### src/rtl/countdown_pkg.sv
// Shared types and BCD helpers for the MM:SS countdown core.
package countdown_pkg;

    typedef enum logic [1:0] {
        IDLE  = 2'd0,
        RUN   = 2'd1,
        PAUSE = 2'd2,
        DONE  = 2'd3
    } state_t;

    localparam logic [3:0] BCD_NIBBLE_MAX = 4'd9;
    localparam logic [3:0] SEC_TENS_MAX   = 4'd5;

    // Saturate a {tens, units} BCD byte; tens_max is 9 for minutes, 5 for seconds.
    function automatic logic [7:0] bcd_clamp(input logic [7:0] value, input logic [3:0] tens_max);
        logic [3:0] tens;
        logic [3:0] units;
        tens  = (value[7:4] > tens_max)       ? tens_max       : value[7:4];
        units = (value[3:0] > BCD_NIBBLE_MAX) ? BCD_NIBBLE_MAX : value[3:0];
        return {tens, units};
    endfunction

    // One-second decrement of {min_tens, min_units, sec_tens, sec_units}.
    // Caller guarantees the value is non-zero, so minute tens never underflows.
    function automatic logic [15:0] bcd_dec_mmss(input logic [15:0] mmss);
        logic [15:0] result;
        result = mmss;
        if (mmss[3:0] != 4'd0) begin
            result[3:0] = mmss[3:0] - 4'd1;
        end else begin
            result[3:0] = BCD_NIBBLE_MAX;
            if (mmss[7:4] != 4'd0) begin
                result[7:4] = mmss[7:4] - 4'd1;
            end else begin
                result[7:4] = SEC_TENS_MAX;
                if (mmss[11:8] != 4'd0) begin
                    result[11:8] = mmss[11:8] - 4'd1;
                end else begin
                    result[11:8]  = BCD_NIBBLE_MAX;
                    result[15:12] = mmss[15:12] - 4'd1;
                end
            end
        end
        return result;
    endfunction

endpackage

### src/rtl/countdown_core_if.sv
// Control/status bundle between the panel logic (master) and the countdown core (slave).
interface countdown_core_if;
    logic       tick_in;
    logic       load;
    logic       start_pause;
    logic [7:0] preset_min;
    logic [7:0] preset_sec;
    logic [7:0] min_bcd;
    logic [7:0] sec_bcd;
    logic       running;
    logic       done;
    logic       alarm;

    modport master (
        output tick_in, load, start_pause, preset_min, preset_sec,
        input  min_bcd, sec_bcd, running, done, alarm
    );

    modport slave (
        input  tick_in, load, start_pause, preset_min, preset_sec,
        output min_bcd, sec_bcd, running, done, alarm
    );
endinterface

### src/rtl/countdown_core_tick_sync_edge.sv
// Two-flop synchroniser plus an edge flop; emits one clock-wide pulse per rising edge of level_in.
module tick_sync_edge (
    input  logic clock,
    input  logic reset,
    input  logic level_in,
    output logic tick_pulse
);
    // sync_reg[0], sync_reg[1] form the synchroniser; sync_reg[2] remembers the previous level.
    logic [2:0] sync_reg;

    always_ff @(posedge clock) begin
        if (reset) begin
            sync_reg <= 3'b000;
        end else begin
            sync_reg <= {sync_reg[1:0], level_in};
        end
    end

    assign tick_pulse = sync_reg[1] & ~sync_reg[2];
endmodule

### src/rtl/countdown_core.sv
// BCD MM:SS countdown with load, start/pause and a one-cycle alarm on reaching 00:00.
module countdown_core
    import countdown_pkg::*;
#(
    parameter logic [7:0] DEFAULT_MIN = 8'h05,
    parameter logic [7:0] DEFAULT_SEC = 8'h00
) (
    input  logic            clock,
    input  logic            reset,
    countdown_core_if.slave bus
);
    state_t      state_reg;
    state_t      state_next;
    logic [15:0] count_reg;
    logic [15:0] count_next;
    logic [15:0] shadow_reg;
    logic [15:0] shadow_next;
    logic        alarm_reg;
    logic        alarm_next;
    logic        tick_pulse;
    logic        count_is_zero;
    logic        count_is_one;
    logic        running;
    logic        done;

    tick_sync_edge u_tick_sync (
        .clock      (clock),
        .reset      (reset),
        .level_in   (bus.tick_in),
        .tick_pulse (tick_pulse)
    );

    assign count_is_zero = (count_reg == 16'h0000);
    assign count_is_one  = (count_reg == 16'h0001);

    always_ff @(posedge clock) begin
        if (reset) begin
            state_reg <= IDLE;
        end else begin
            state_reg <= state_next;
        end
    end

    always_comb begin
        state_next = state_reg;
        if (bus.load) begin
            state_next = IDLE;
        end else if (bus.start_pause) begin
            unique case (state_reg)
                IDLE:  state_next = count_is_zero ? IDLE : RUN;
                // A pause landing on the final tick still finishes; pausing at 00:00 would strand the count.
                RUN:   state_next = (tick_pulse && count_is_one) ? DONE : PAUSE;
                PAUSE: state_next = RUN;
                DONE:  state_next = IDLE;
                default: state_next = IDLE;
            endcase
        end else if (state_reg == RUN && tick_pulse && count_is_one) begin
            state_next = DONE;
        end
    end

    always_comb begin
        running = (state_reg == RUN);
        done    = (state_reg == DONE);
    end

    always_comb begin
        count_next  = count_reg;
        shadow_next = shadow_reg;
        if (bus.load) begin
            count_next  = {bcd_clamp(bus.preset_min, BCD_NIBBLE_MAX),
                           bcd_clamp(bus.preset_sec, SEC_TENS_MAX)};
            shadow_next = count_next;
        end else if (state_reg == DONE && bus.start_pause) begin
            count_next = shadow_reg;
        end else if (state_reg == RUN && tick_pulse) begin
            count_next = bcd_dec_mmss(count_reg);
        end
        alarm_next = (state_next == DONE) && (state_reg != DONE);
    end

    always_ff @(posedge clock) begin
        if (reset) begin
            count_reg  <= {DEFAULT_MIN, DEFAULT_SEC};
            shadow_reg <= {DEFAULT_MIN, DEFAULT_SEC};
            alarm_reg  <= 1'b0;
        end else begin
            count_reg  <= count_next;
            shadow_reg <= shadow_next;
            alarm_reg  <= alarm_next;
        end
    end

    assign bus.min_bcd = count_reg[15:8];
    assign bus.sec_bcd = count_reg[7:0];
    assign bus.running = running;
    assign bus.done    = done;
    assign bus.alarm   = alarm_reg;
endmodule

### src/flat_wrapper.sv
// flat-port wrapper written by rule: the top's interface ports become plain ports
module countdown_core_flat import countdown_pkg::*;
#(
    parameter logic [7:0] DEFAULT_MIN = 8'h05,
    parameter logic [7:0] DEFAULT_SEC = 8'h00
)
  (clock, reset, bus_tick_in, bus_load, bus_start_pause, bus_preset_min, bus_preset_sec, bus_min_bcd, bus_sec_bcd, bus_running, bus_done, bus_alarm);
  countdown_core_if bus_i ();
  input  logic clock;
  input  logic reset;
  input wire logic [$bits(bus_i.tick_in)-1:0] bus_tick_in;
  input wire logic [$bits(bus_i.load)-1:0] bus_load;
  input wire logic [$bits(bus_i.start_pause)-1:0] bus_start_pause;
  input wire logic [$bits(bus_i.preset_min)-1:0] bus_preset_min;
  input wire logic [$bits(bus_i.preset_sec)-1:0] bus_preset_sec;
  output wire logic [$bits(bus_i.min_bcd)-1:0] bus_min_bcd;
  output wire logic [$bits(bus_i.sec_bcd)-1:0] bus_sec_bcd;
  output wire logic [$bits(bus_i.running)-1:0] bus_running;
  output wire logic [$bits(bus_i.done)-1:0] bus_done;
  output wire logic [$bits(bus_i.alarm)-1:0] bus_alarm;
  assign bus_i.tick_in = bus_tick_in;
  assign bus_i.load = bus_load;
  assign bus_i.start_pause = bus_start_pause;
  assign bus_i.preset_min = bus_preset_min;
  assign bus_i.preset_sec = bus_preset_sec;
  assign bus_min_bcd = bus_i.min_bcd;
  assign bus_sec_bcd = bus_i.sec_bcd;
  assign bus_running = bus_i.running;
  assign bus_done = bus_i.done;
  assign bus_alarm = bus_i.alarm;
  countdown_core #(.DEFAULT_MIN(DEFAULT_MIN), .DEFAULT_SEC(DEFAULT_SEC)) u_core (.clock(clock), .reset(reset), .bus(bus_i));
endmodule
### config.mk
export PLATFORM = sky130hd
export DESIGN_NAME = countdown_core_flat
export DESIGN_NICKNAME = d
export VERILOG_FILES = /design/src/rtl/countdown_pkg.sv /design/src/rtl/countdown_core_if.sv /design/src/rtl/countdown_core_tick_sync_edge.sv /design/src/rtl/countdown_core.sv /design/src/flat_wrapper.sv
export SDC_FILE = /design/constraint.sdc
export NUM_CORES = 1
export LEC_CHECK = 0
export ABC_AREA = 0
export CAP_MARGIN = 25
export CORE_MARGIN = 10
export CORE_UTILIZATION = 55
export CTS_CLUSTER_DIAMETER = 100
export DETAILED_ROUTE_END_ITERATION = 10
export HOLD_SLACK_MARGIN = 0.03
export PLACE_DENSITY = 0.84
export SYNTH_ARGS = -nofsm -noshare
export SYNTH_HDL_FRONTEND = slang
export SYNTH_SLANG_ARGS = --single-unit
export TNS_END_PERCENT = 20
### constraint.sdc
create_clock -name clock -period 5.1 [get_ports clock]
set_clock_uncertainty 0.1 [all_clocks]
set_input_delay 1.02 -clock clock [delete_from_list [all_inputs] [get_ports clock]]
set_output_delay 1.02 -clock clock [all_outputs]
set_load 0.02 [all_outputs]
==> key figures <==
Status
  • Outcome: complete, no violations

Logic synthesis
  • Register bit count reported by yosys: 38
  • Synth Area in XOR/XNOR: 0.0130
  • Gate Count Post-Synth: 255
  • Yosys warning total: 0
  • Post-synth net total: 278
  • Syn avg cell area: 7.94 um^2
  • Largest cells by area after synthesis: dfxtp_1 38%, a21oi_1 6.2%, nor2_1 5.4%, nand2_1 5.2%, o21ai_0 5.2%
  • Largest family of logic cells by synthesized area: simple AND/OR/NAND/NOR gates
  • Sequential area share after synthesis: 0.376
  • Synth cell types: 52
  • FFs w/ async S/R, synth: 0
  • Synth top area share: 0.376
  • Mux contribution to synthesized area: 0.0198
  • Post-Synth Adder-Cell Area: 0.0124
  • Simple-gate share of the synthesized area: 0.254
  • Compound-cell area share of the yosys netlist: 0.252
  • EDFF count, synth: 0
  • Leading area contributor after synthesis: dfxtp_1
  • Main synth FF type: dfxtp_1
  • Syn Std Cell Area: 2030 um^2

Die
  • Core Box Area: 3440 um^2
  • Initial Utilization: 0.589
  • Die height: 80.7 um
  • Die X: 80.7 um
  • Row cnt: 21
  • Die area: 6510 um^2
  • # IOs: 40

Drt
  • Wire per inst: 14.7 um
  • Vias/cell: 5.90
  • Drt first-iter violations: 217
  • Vias post-DR: 1966
  • First drt pass iteration count: 4
  • Final WL: 4.89 mm
  • DRC violations left: 0
  • Final ANT Viol Nets: 0

Clock network
  • Inserted Clock Buffers: 5
  • CTS H-tree depth: 2
  • Clk root buf: clkbuf_8
  • Post-CTS Setup Bufs: 0
  • Hold bufs inserted after CTS: 0
  • Clk sinks: 38
  • CTS tree: done
  • Clock Pin Slew Worst Setup and Hold Paths: 0.07 ns
  • Clk buf depth: 2
  • Clk_lat worst skew: 0.29 ns
  • Post-CTS sizing: 0

Layout
  • Fillers: 293
  • # diodes: 0
  • Final core utilization: 0.713
  • Synth-to-Final Area Change: 21.1%
  • Most common cell after layout, fill and taps aside: clkdlybuf4s50_1
  • Final nets: 310
  • Most frequent cells in the layout: 39 x clkdlybuf4s50_1, 38 x dfxtp_1, 29 x nor2_1
  • Fraction of final layout cells sized beyond drive strength 1: 0.0488

Placed design
  • DP Worst Slack: 1.59 ns
  • Hpwl dp: 3.54 mm
  • # port buffers: 39
  • GPL Wtd Cong: 0.862

Global routing
  • Vias in the first global route: 1814
  • First-pass GRT wire length: 8.02 mm
  • Gr usage total: 0.153
  • Grt ovf: 0
  • Largest net degree at the start of global routing: 35
  • Initial antenna violation count: 0

Critical path
  • CP startpoint kind: primary input
  • CP Max Fanout: 21
  • WS Path Type: primary input to flop
  • CP Data Required Time: 5.22 ns
  • CP arrival: 3.36 ns
  • CP Capture Type: flop

Power
  • Leak: 0.000897 uW
  • Total power: 668 uW
  • Power per Cell Area: 272 nW/um^2
  • Max VDD drop: 187 uV

Timing
  • RSZ-0062 raised after global routing: false
  • Tightest Pin Transition: 0.862 ns
  • Fin. Hold Viols: 0
  • Tcrit/Tclk final: 0.635
  • Maximum clock rate: 0.309 GHz
  • Max Slew Vio Count: 0
  • Setup WS post-layout: 1.86 ns
  • Setup-failing EPs final: 0
  • Setup TNS: 0 ns
  • Fin crit period: 3.24 ns
  • Max_slew headroom: 0.424

Worst hold path
  • Hold Crit Class: flop to flop

Run
  • MaxCap Viol Count: 0
## critical path: stages
cell and delay [ns]:
clkdlybuf4s50_1 0.75, inv_1 0.62, o21ai_0 0.41, a32o_1 0.33
a211oi_1 0.21
## final timing paths
path	cells after the start	startpoint	slack, ns	to
worst max register to register	5	u_core.state_reg[1]	2.91	u_core.count_reg[14]
worst max-delay path	5	bus_load	1.86	u_core.count_reg[14]
worst min-delay path	1	u_core.shadow_reg[12]	0.36	u_core.shadow_reg[12]
worst min register to register	1	u_core.shadow_reg[12]	0.36	u_core.shadow_reg[12]
## report_power, final
group | switching (uW) | leakage, uW | internal (uW)
sequential | 21.2 | 0.000313 | 314
clock | 100 | 0.0000383 | 94.0
combinational | 71.4 | 0.000546 | 66.9
total | 193 | 0.000897 | 475
## routing by layer
layer / GRT usage / vias up / wire (um)
li1: - / 978 / -
met1: 0.174 / 919 / 2060
met2: 0.248 / 58 / 2320
met3: 0.0601 / 11 / 425
met4: 0.0606 / 0 / 79
met5: 0 / - / 0
## stage by stage
| step | cells | cell area, um^2 | hold WS, ns |
|---|---|---|---|
| 6_report | 333 | 2450 | 0.359 |
| 2_1_floorplan | 255 | 2030 | 0.314 |
| 3_5_place_dp | 326 | 2380 | 0.349 |
| 5_1_grt | 333 | 2450 | 0.386 |
| 4_1_cts | 333 | 2450 | 0.366 |
| 3_3_place_gp | 326 | 2380 | 0.339 |
## final cells by class
type                            count  area, um^2  area share
Clock buffer                        7        76.3      0.0311
Tap cell                           46        57.6      0.0235
Timing Repair Buffer               41         405       0.165
Multi-Input combinational cell    191        1120       0.455
Sequential cell                    38         761       0.310
Inverter                           10        37.5      0.0153
## synth_stat cells (all sizes together), types with 4 or more instances
cell type,n
dfxtp,38
nor2,29
nand2,28
a21oi,25
o21ai,21
clkbuf,13
inv,10
nor3,9
a31oi,7
a211oi,6
nand3,6
o211ai,5
mux2i,4
nor2b,4
## cells by family after synthesis
logic type                 count (synthesis)
buffers and inverters                     26
and+or+nand+nor                          100
AOI/OAI and AO/OA                         82
xor gates and xnor gates                   3
muxes                                      4
DFF                                       38
adders and majority gates                  2
Power figures use the tool's default switching activity.
